`config.mk`:
```
export PLATFORM = sky130hd
export DESIGN_NAME = main_control_unit
export DESIGN_NICKNAME = d
export VERILOG_FILES = /design/src/rtl/mips_ctrl_pkg.sv /design/src/rtl/main_control_decode.sv /design/src/rtl/main_control_unit.sv
export SDC_FILE = /design/constraint.sdc
export NUM_CORES = 1
export LEC_CHECK = 0
export ABC_AREA = 0
export CAP_MARGIN = 20
export CORE_MARGIN = 4
export CORE_UTILIZATION = 38
export DETAILED_ROUTE_END_ITERATION = 8
export GPL_TIMING_DRIVEN = 0
export PLACE_DENSITY = 0.77
export SYNTH_ARGS = -nofsm -noshare
export SYNTH_HDL_FRONTEND = slang
export SYNTH_SLANG_ARGS = --single-unit
export TNS_END_PERCENT = 100
```
`constraint.sdc`:
```
create_clock -name clk -period 1.21 [get_ports clk]
set_input_delay 0.242 -clock clk [delete_from_list [all_inputs] [get_ports clk]]
set_output_delay 0.242 -clock clk [all_outputs]
set_load 0.02 [all_outputs]
```
`src/rtl/mips_ctrl_pkg.sv`:
```
// Shared opcode, ALU-op and control-bundle definitions for the MIPS32 main decoder.
package mips_ctrl_pkg;

   localparam int OP_W    = 6;
   localparam int ALUOP_W = 2;

   localparam logic [OP_W-1:0] OP_RTYPE = 6'b000000;
   localparam logic [OP_W-1:0] OP_LW    = 6'b100011;
   localparam logic [OP_W-1:0] OP_SW    = 6'b101011;
   localparam logic [OP_W-1:0] OP_BEQ   = 6'b000100;
   localparam logic [OP_W-1:0] OP_BNE   = 6'b000101;
   localparam logic [OP_W-1:0] OP_ORI   = 6'b001101;
   localparam logic [OP_W-1:0] OP_J     = 6'b000010;
   localparam logic [OP_W-1:0] OP_JAL   = 6'b000011;
   localparam logic [OP_W-1:0] OP_LUI   = 6'b001111;
   localparam logic [OP_W-1:0] OP_ADDI  = 6'b001000;

   localparam logic [ALUOP_W-1:0] ALUOP_ADD   = 2'b00;
   localparam logic [ALUOP_W-1:0] ALUOP_SUB   = 2'b01;
   localparam logic [ALUOP_W-1:0] ALUOP_RTYPE = 2'b10;
   localparam logic [ALUOP_W-1:0] ALUOP_OR    = 2'b11;

   typedef struct packed {
      logic               regdst;
      logic               alusrc;
      logic               memtoreg;
      logic               regwrite;
      logic               regwrite2;
      logic               memread;
      logic               memwrite;
      logic               branch;
      logic               branchn;
      logic               lui;
      logic               jump;
      logic               jal;
      logic [ALUOP_W-1:0] aluop;
      logic               illegal_op;
   } ctrl_t;

endpackage

```
`src/rtl/main_control_decode.sv`:
```
// Combinational opcode -> control bundle. Optional addi decode via MAIN_CTRL_ADDI_EN.
module main_control_decode
   import mips_ctrl_pkg::*;
(
   input  logic [OP_W-1:0] op,
   output ctrl_t           ctrl
);

   always_comb begin
      ctrl = '0;
      case (op)
         OP_RTYPE: begin
            ctrl.regdst   = 1'b1;
            ctrl.regwrite = 1'b1;
            ctrl.aluop    = ALUOP_RTYPE;
         end
         OP_LW: begin
            ctrl.alusrc   = 1'b1;
            ctrl.memtoreg = 1'b1;
            ctrl.regwrite = 1'b1;
            ctrl.memread  = 1'b1;
            ctrl.aluop    = ALUOP_ADD;
         end
         OP_SW: begin
            ctrl.alusrc   = 1'b1;
            ctrl.memwrite = 1'b1;
            ctrl.aluop    = ALUOP_ADD;
         end
         OP_BEQ: begin
            ctrl.branch = 1'b1;
            ctrl.aluop  = ALUOP_SUB;
         end
         OP_BNE: begin
            ctrl.branchn = 1'b1;
            ctrl.aluop   = ALUOP_SUB;
         end
         OP_ORI: begin
            ctrl.alusrc   = 1'b1;
            ctrl.regwrite = 1'b1;
            ctrl.aluop    = ALUOP_OR;
         end
         OP_J: begin
            ctrl.jump  = 1'b1;
            ctrl.aluop = ALUOP_ADD;
         end
         // Link write goes through the dedicated $31 port, not the normal one.
         OP_JAL: begin
            ctrl.jump      = 1'b1;
            ctrl.jal       = 1'b1;
            ctrl.regwrite2 = 1'b1;
            ctrl.aluop     = ALUOP_ADD;
         end
         OP_LUI: begin
            ctrl.alusrc   = 1'b1;
            ctrl.regwrite = 1'b1;
            ctrl.lui      = 1'b1;
            ctrl.aluop    = ALUOP_ADD;
         end
`ifdef MAIN_CTRL_ADDI_EN
         OP_ADDI: begin
            ctrl.alusrc   = 1'b1;
            ctrl.regwrite = 1'b1;
            ctrl.aluop    = ALUOP_ADD;
         end
`endif
         default: ctrl.illegal_op = 1'b1;
      endcase
   end

endmodule

```
`src/rtl/main_control_unit.sv`:
```
// Registered MIPS32 main decoder: controls appear one cycle after op.
// Optional addi support is enabled by defining MAIN_CTRL_ADDI_EN.
module main_control_unit
   import mips_ctrl_pkg::*;
(
   input  logic                clk,
   input  logic                rst,
   input  logic [OP_W-1:0]     op,
   output logic                regdst,
   output logic                alusrc,
   output logic                memtoreg,
   output logic                regwrite,
   output logic                regwrite2,
   output logic                memread,
   output logic                memwrite,
   output logic                branch,
   output logic                branchn,
   output logic                lui,
   output logic                jump,
   output logic                jal,
   output logic [ALUOP_W-1:0]  aluop,
   output logic                illegal_op
);

   ctrl_t ctrl_d, ctrl_q;

   main_control_decode u_decode (
      .op   (op),
      .ctrl (ctrl_d)
   );

   always_ff @(posedge clk) begin
      if (rst) ctrl_q <= '0;
      else     ctrl_q <= ctrl_d;
   end

   assign regdst     = ctrl_q.regdst;
   assign alusrc     = ctrl_q.alusrc;
   assign memtoreg   = ctrl_q.memtoreg;
   assign regwrite   = ctrl_q.regwrite;
   assign regwrite2  = ctrl_q.regwrite2;
   assign memread    = ctrl_q.memread;
   assign memwrite   = ctrl_q.memwrite;
   assign branch     = ctrl_q.branch;
   assign branchn    = ctrl_q.branchn;
   assign lui        = ctrl_q.lui;
   assign jump       = ctrl_q.jump;
   assign jal        = ctrl_q.jal;
   assign aluop      = ctrl_q.aluop;
   assign illegal_op = ctrl_q.illegal_op;

endmodule

```
## Yosys cells after proc, flatten, opt, wreduce, memory -nomap -nowiden

Cells that the tools add are included.

| word-level totals | value |
|---|---|
| register bits after elaboration | 13 |
| logic and storage cells | 38 |
| output and inout port bits | 15 |
| input port bits | 8 |

| operators by class | value |
|---|---|
| multiplexer cells | 12 |
| reduce and logical (&&, ||, !) cells | 6 |
| eq/ne operators | 8 |

Operators with widths:

| cell | number |
|---|---|
| $eq A6 B2 Y1 const B | 2 |
| $eq A6 B3 Y1 const B | 2 |
| $eq A6 B4 Y1 const B | 2 |
| $eq A6 B6 Y1 const B | 2 |
| $mux W1 | 11 |
| $reduce_or A9 Y1 | 1 |
| $reduce_or A4 Y1 | 2 |
| $logic_not A6 Y1 | 1 |
| $pmux W2 S3 | 1 |
| $reduce_or A2 Y1 | 2 |

## Depth between registers and ports, before layout

Gate-level depths: netlist of run 1.

| logic depth | value |
|---|---|
| depth after elaboration | 3 |
| depth in mapped cells | 4 |
| mapped depth without buffers | 3 |

## By module

From an unflattened synthesis of run 1, not the netlist that was laid out.

| second synthesis, totals | value |
|---|---|
| cells, all modules | 74 |
| area, all modules | 750.7 sq um |

Modules (own cells, without submodules):

| module | instances | area an instance (sq um) | cells each | sequential area each (sq um) |
|---|---|---|---|---|
| main_control_unit | 1 | 432.9 | 31 | 300.3 |
| main_control_decode | 1 | 317.8 | 43 | 0.0 |

## Least setup slack after synthesis of run 1

OpenSTA, ideal clock, no wires.

| timing | value |
|---|---|
| path type | input to register |
| start | in op[5] |
| end | reg ctrl_q, in the netlist aluop[0] |
| setup time | 0.079 ns |
| data required time | 1.131 ns |
| data arrival time | 0.967 ns |
| buffers on the path | 0 |
| setup slack | 0.163 ns |
| cell stages on the path | 3 |
| path through | or3_4 > nand2b_4 > a211oi_2 |

| on the way | value |
|---|---|
| longest elaborated chain between the ends | 3 |
| elaborated cells between the ends (all ways) | 6 |
| those cells by class | eq/ne: 3; mux: 1; reduce/logical: 2 |

RTL lines:

| element | line | RTL |
|---|---|---|
| from (decl) | main_control_unit.sv:8 | `input logic [OP_W-1:0] op,` |
| $eq A6 B3 Y1 | main_control_decode.sv:11 | `case (op)` |
| $reduce_or A2 Y1 (no line) | - |  |
| $pmux W2 S3 (*) | main_control_decode.sv:11 |  |
| to (signal assigned) | main_control_unit.sv:34 | `else ctrl_q <= ctrl_d;` |
| to (decl) | main_control_unit.sv:25 | `ctrl_t ctrl_d, ctrl_q;` |

Mark *: on every way between the ends. The rest lies on a longest branch, timed or not.
A chain may end at the register's enable or synchronous reset.

## Worst setup path after layout of run 1

| timing | value |
|---|---|
| start | reg ctrl_q, in the netlist aluop[0] |
| end | out aluop[0] |

RTL lines:

| element | line | RTL |
|---|---|---|
| to (decl) | main_control_unit.sv:21 | `output logic [ALUOP_W-1:0] aluop,` |

No word-level cell between the ends.

==> flow_metrics.env, run 1 <==
export IMPL_status="finished clean"
export IMPL_drt_first_pass_iters=3
export IMPL_core_area_mm2=0.001171
export IMPL_cell_internal_pwr_w=0.0005941
export IMPL_die_y_um=44.02
export IMPL_final_net_count=78
export IMPL_fmax_ghz=0.8691
export IMPL_portBuffers=21
export IMPL_setup_violations=0
export IMPL_endpoint_kind="output pin"
export IMPL_cp_arrival_ns=0.91
export IMPL_finalWorstSetupSlack_ns=0.05932
export IMPL_synthTopCellsByArea="dfxtp_1 (53%), nor4_2 (7.6%), buf_4 (3.0%)"
export IMPL_cts_buffer_depth=2
export IMPL_ys_warn_count=0
export IMPL_path_max_fanout=1
export IMPL_drive_gt1_share_pct=26.09
export IMPL_dp_hpwl_um=764.8
export IMPL_cp_start_kind="flop"
export IMPL_clkPwrFrac_pct=33.1
export IMPL_cts_made_buffers=3
export IMPL_seqPwrFrac_pct=56.4
export IMPL_ir_drop_uv=602.6
export IMPL_grt_util_met1_pct=12.56
export IMPL_yosysTopAreaCellShare_pct=52.79
export IMPL_dp_cells=79
export IMPL_synth_cells=44
export IMPL_grt_first_pass_wirelength_um=1649
export IMPL_crit_path_cell_trace="dlygate4sd2_1"
export IMPL_worst_slew_pin_slew_ns=0.2214
export IMPL_synthesis_nets=52
export IMPL_whs_endpoint="memread"
export IMPL_swShare_pct=22.91
export IMPL_crit_type="reg -> out"
export IMPL_synth_area_um2=493.0
export IMPL_path_buf_inv=1
export IMPL_drtIter0Drc=6
export IMPL_drc_errors=0
export IMPL_fill_cells=115
export IMPL_hold_viol=0
export IMPL_fin_cells=83
export IMPL_critPathMaxStageDelay_ns=0.33
export IMPL_drv_slew=0
export IMPL_cts_root_buf="clkbuf_4"
export IMPL_cts_max_level=1
export IMPL_vias=400
export IMPL_dieWidth_um=44.02
export IMPL_clock_sinks=13
export IMPL_holdBufCountCts=0
export IMPL_synth_distinct_cells=21
export IMPL_start_util_pct=42.09
export IMPL_min_path_cells=2
export IMPL_whs_ns=0.2881
export IMPL_cts_tree="built"
export IMPL_top_usage_layer="met2"
export IMPL_yosysSeqAreaShare_pct=52.79
export IMPL_track_usage_pct=12.20
export IMPL_hp_start="op[3]"
export IMPL_required_ns=0.97
export IMPL_vias_per_cell=4.819
export IMPL_maxCapViolations=0
export IMPL_placed_area_um2=720.7
export IMPL_power_share_combinational_pct=10.5
export IMPL_syn_to_final_growth_pct=46.19
export IMPL_slew_headroom_pct=85.12
export IMPL_post_cts_buffers=0
export IMPL_num_antenna_cells=0
export IMPL_io_pins=23
export IMPL_drtAntennaViolNets=0
export IMPL_grt_ovfl_total=0
export IMPL_switchingPower_w=0.0001766
export IMPL_finalCriticalPeriod_ns=1.151
export IMPL_rsz0062_at_grt="no"
export IMPL_p_per_area_mw_per_mm2=1069
export IMPL_fin_util_pct=61.54
export IMPL_ys_ff_latch=13
export IMPL_pre_cts_slack_ns=-0.4365
export IMPL_grt_pass1_vias=394
export IMPL_synth_area_per_cell_um2=11.20
export IMPL_clk_pin_slew_ns=0.07
export IMPL_grt_max_degree=10
export IMPL_use_met2_pct=18.90
export IMPL_synth_area_leader_cell="dfxtp_1"
export IMPL_cp_top_family="buffers and inverters"
export IMPL_finalWirelength_um=959
export IMPL_die_area_mm2=0.001938
export IMPL_antenna_found_initial=0
export IMPL_slowest_stage="dlygate4sd2_1"
export IMPL_period_share_pct=95.10
export IMPL_rows=12
export IMPL_grt_use_met3_pct=3.659
export IMPL_leakagePower_nw=0.3530
export IMPL_wl_per_cell_um=11.55
export IMPL_worstHoldPathType="in -> reg"
export IMPL_stdcell_area_um2=720.7
export IMPL_place_congestion=0.8155
## flip-flops by register name, indices dropped and copies added, names as in the netlist
register	flops
memwrite	1
memread	1
illegal_op	1
jal	1
lui	1
branchn	1
alusrc	1
branch	1
jump	1
regwrite	1
aluop	2
regdst	1
## cell type report
class	instances	area (um2)	area share [%]
tap	14	17.52	2.431
inverter	4	15.01	2.083
timing repair buffer	21	183.9	25.52
clock buffer	4	26.28	3.646
multi-input combinational	24	197.7	27.43
buffer	3	20.02	2.778
sequential	13	260.3	36.11
## cell families after synthesis
| group | synth area share (%) |
|---|---|
| compound gates | 10.91 |
| buf+inv | 7.104 |
| flops | 52.79 |
| mux | 2.031 |
| simple gates | 27.16 |
## through the flow
stage	power, W	setup TNS, ns
after floorplan	0.0004912	0
after global placement	0.0005363	-3.890
after detailed placement	0.0005380	-4.113
after CTS	0.0007788	0
after global routing	0.0008184	0
final	0.0007707	0
## power groups by stage
| stage | registers (W) | clock network (W) | logic, W |
|---|---|---|---|
| 3_5_place_dp | 0.000446 | 0 | 0.0000925 |
| 2_1_floorplan | 0.000454 | 0 | 0.0000372 |
| 6_report | 0.000435 | 0.000255 | 0.0000807 |
| 5_1_grt | 0.000436 | 0.000295 | 0.0000876 |
| 3_3_place_gp | 0.000445 | 0 | 0.0000911 |
| 4_1_cts | 0.000435 | 0.000263 | 0.0000808 |
## cells in the final DEF (no fill, tap or decap), types with 2 or more instances in the layout
master and count:
buf_2 2, dlygate4sd2_1 15, nor4_2 3, buf_4 3, nand2_1 2, dfxtp_1 13, clkdlybuf4s15_1 4, nor2_1 4
inv_1 4, nand3_1 2, clkbuf_4 3
## cells in the mapped netlist (all sizes together)
master / instances
nor2: 4
nand3: 2
o221ai: 1
o21ai: 1
nand2: 2
nor3b: 1
nor4: 3
or3: 1
a211oi: 2
or2: 1
a221oi: 1
buf: 3
a21oi: 1
dfxtp: 13
and2: 1
mux2i: 1
or3b: 1
inv: 4
nand2b: 1
## per-layer routing
layer	routed length, um	vias up	part of all wire [%]
met4	46	0	4.8
met3	102	4	11
met1	384	175	40
met5	0	-	0
li1	-	202	-
met2	425	19	44
## worst max path at each step
| stage | start | endpoint | slack, ns | depth (start not counted) |
|---|---|---|---|---|
| after detailed placement | op[2] | regwrite | -0.44 | 4 |
| after floorplan | op[5] | aluop[0] | 0.16 | 3 |
| after CTS | memread | memread | 0.02 | 1 |
| after global routing | memwrite | memwrite | 0.007 | 1 |
| after global placement | op[2] | regwrite | -0.42 | 4 |
| final | aluop[0] | aluop[0] | 0.06 | 1 |
## timing repair
item,CTS,global route
resized for setup,24,5
setup endpoints to repair,25,5
pin swaps,3,1
No activity file was read; power rests on OpenSTA's default activity.
==> run 2, diff against run 1 <==
==> constraint.sdc (replaced) <==
create_clock -name clk -period 1.21 [get_ports clk]
set_input_delay 0.1815 -clock clk [delete_from_list [all_inputs] [get_ports clk]]
set_output_delay 0.1815 -clock clk [all_outputs]
set_load 0.02 [all_outputs]
==> flow_metrics.env, run 2 (same netlist as run 1, synthesis figures left out) <==
export IMPL_status="finished clean"
export IMPL_post_cts_buffers=0
export IMPL_hp_start="op[3]"
export IMPL_endpoint_kind="flop"
export IMPL_cts_max_level=1
export IMPL_worstHoldPathType="in -> reg"
export IMPL_slew_headroom_pct=85.16
export IMPL_dieWidth_um=44.02
export IMPL_clk_pin_slew_ns=0.07
export IMPL_p_per_area_mw_per_mm2=1075
export IMPL_rows=12
export IMPL_holdBufCountCts=0
export IMPL_antenna_found_initial=0
export IMPL_start_util_pct=42.09
export IMPL_drtIter0Drc=4
export IMPL_cp_arrival_ns=1.31
export IMPL_drtAntennaViolNets=0
export IMPL_ir_drop_uv=601.9
export IMPL_final_common_cell="dlygate4sd2_1"
export IMPL_wl_per_cell_um=11.47
export IMPL_drive_gt1_share_pct=26.09
export IMPL_maxCapViolations=0
export IMPL_final_net_count=78
export IMPL_period_share_pct=92.31
export IMPL_drc_errors=0
export IMPL_layout_common_cells="dlygate4sd2_1 (18), dfxtp_1 (13), inv_1 (4), nor2_1 (4)"
export IMPL_crit_path_start="op[2]"
export IMPL_num_antenna_cells=0
export IMPL_fin_util_pct=61.22
export IMPL_cts_made_buffers=3
export IMPL_vias=402
export IMPL_place_congestion=0.8155
export IMPL_fmax_ghz=0.8952
export IMPL_hold_viol=0
export IMPL_drv_slew=0
export IMPL_required_ns=1.40
export IMPL_worst_slew_pin_slew_ns=0.2207
export IMPL_clock_sinks=13
export IMPL_cts_tree="built"
export IMPL_die_y_um=44.02
export IMPL_grt_ovfl_total=0
export IMPL_crit_type="in -> reg"
export IMPL_placed_area_um2=720.7
export IMPL_largest_reg_flops=2
export IMPL_track_usage_pct=12.20
export IMPL_drt_first_pass_iters=3
export IMPL_setup_violations=0
export IMPL_cts_buffer_depth=2
export IMPL_dp_hpwl_um=764.8
export IMPL_rsz0062_at_grt="no"
export IMPL_cp_start_kind="input pin"
export IMPL_core_area_mm2=0.001171
export IMPL_stdcell_area_um2=716.9
export IMPL_portBuffers=21
export IMPL_finalCriticalPeriod_ns=1.117
export IMPL_syn_to_final_growth_pct=45.43
export IMPL_finalWirelength_um=952
export IMPL_die_area_mm2=0.001938
export IMPL_vias_per_cell=4.843
export IMPL_grt_first_pass_wirelength_um=1649
export IMPL_cts_root_buf="clkbuf_4"
export IMPL_leakagePower_nw=0.3707
export IMPL_path_max_fanout=4
export IMPL_io_pins=23
export IMPL_grt_pass1_vias=394
export IMPL_grt_max_degree=10
-- run 2: cell types whose count changed in the layout (fill, tap and decap cells not counted), sizes merged --
cell	before	now
dlygate4sd2	15	18
buf	5	3
clkdlybuf4s15	4	0
dlymetal6s2s	0	1
clkbuf	4	6
-- run 2: path summary, 6_finish.rpt --
| path | slack, ns | endpoint | cells past startpoint |
|---|---|---|---|
| worst min-delay path | 0.23 | memread | 2 |
| worst max-delay path | 0.09 | regwrite | 4 |
-- run 2: worst max-delay path, cell delays in order --
cell,delay (ns)
dlygate4sd2_1,0.29
nor3b_2,0.23
or3b_4,0.43
o221ai_2,0.17
-- run 2: what timing repair did --
action	4_1_cts	5_1_grt
gates resized for setup	20	5
setup endpoints to repair	20	5
pin swaps	2	1
-- run 2: stage by stage --
stage	setup slack [ns]	TNS, ns	hold slack, ns	total power [W]	std cells
after floorplan	0.2237	0	0.2549	0.0004912	44
after global placement	-0.3564	-3.066	0.5038	0.0005363	79
after detailed placement	-0.3760	-3.274	0.5112	0.0005380	79
after CTS	0.01015	0	0.2320	0.0007799	83
after global routing	0.02874	0	0.2277	0.0008190	83
final	0.09299	0	0.2268	0.0007704	83
-- run 2: area by class of cell --
type	count	area (um2)
fill	116	454.2
inverter	4	15.01
tap	14	17.52
multi-input combinational	24	197.7
sequential	13	260.3
buffer	3	20.02
clock buffer	4	26.28
timing repair buffer	21	180.2
-- run 2: where the power goes --
| group | internal [W] | total [W] | switching (W) |
|---|---|---|---|
| clock network | 0.000128 | 0.000255 | 0.000127 |
| registers | 0.000434 | 0.000435 | 0.00000122 |
| logic | 0.0000328 | 0.0000806 | 0.0000477 |
-- run 2: routing by layer --
layer	up-vias	track usage (%)	wire length [um]	share of wire [%]
li1	202	-	-	-
met1	177	12.56	377	40
met2	19	18.90	425	45
met3	4	3.659	103	11
met4	0	12.65	46	4.8
met5	-	0	0	0
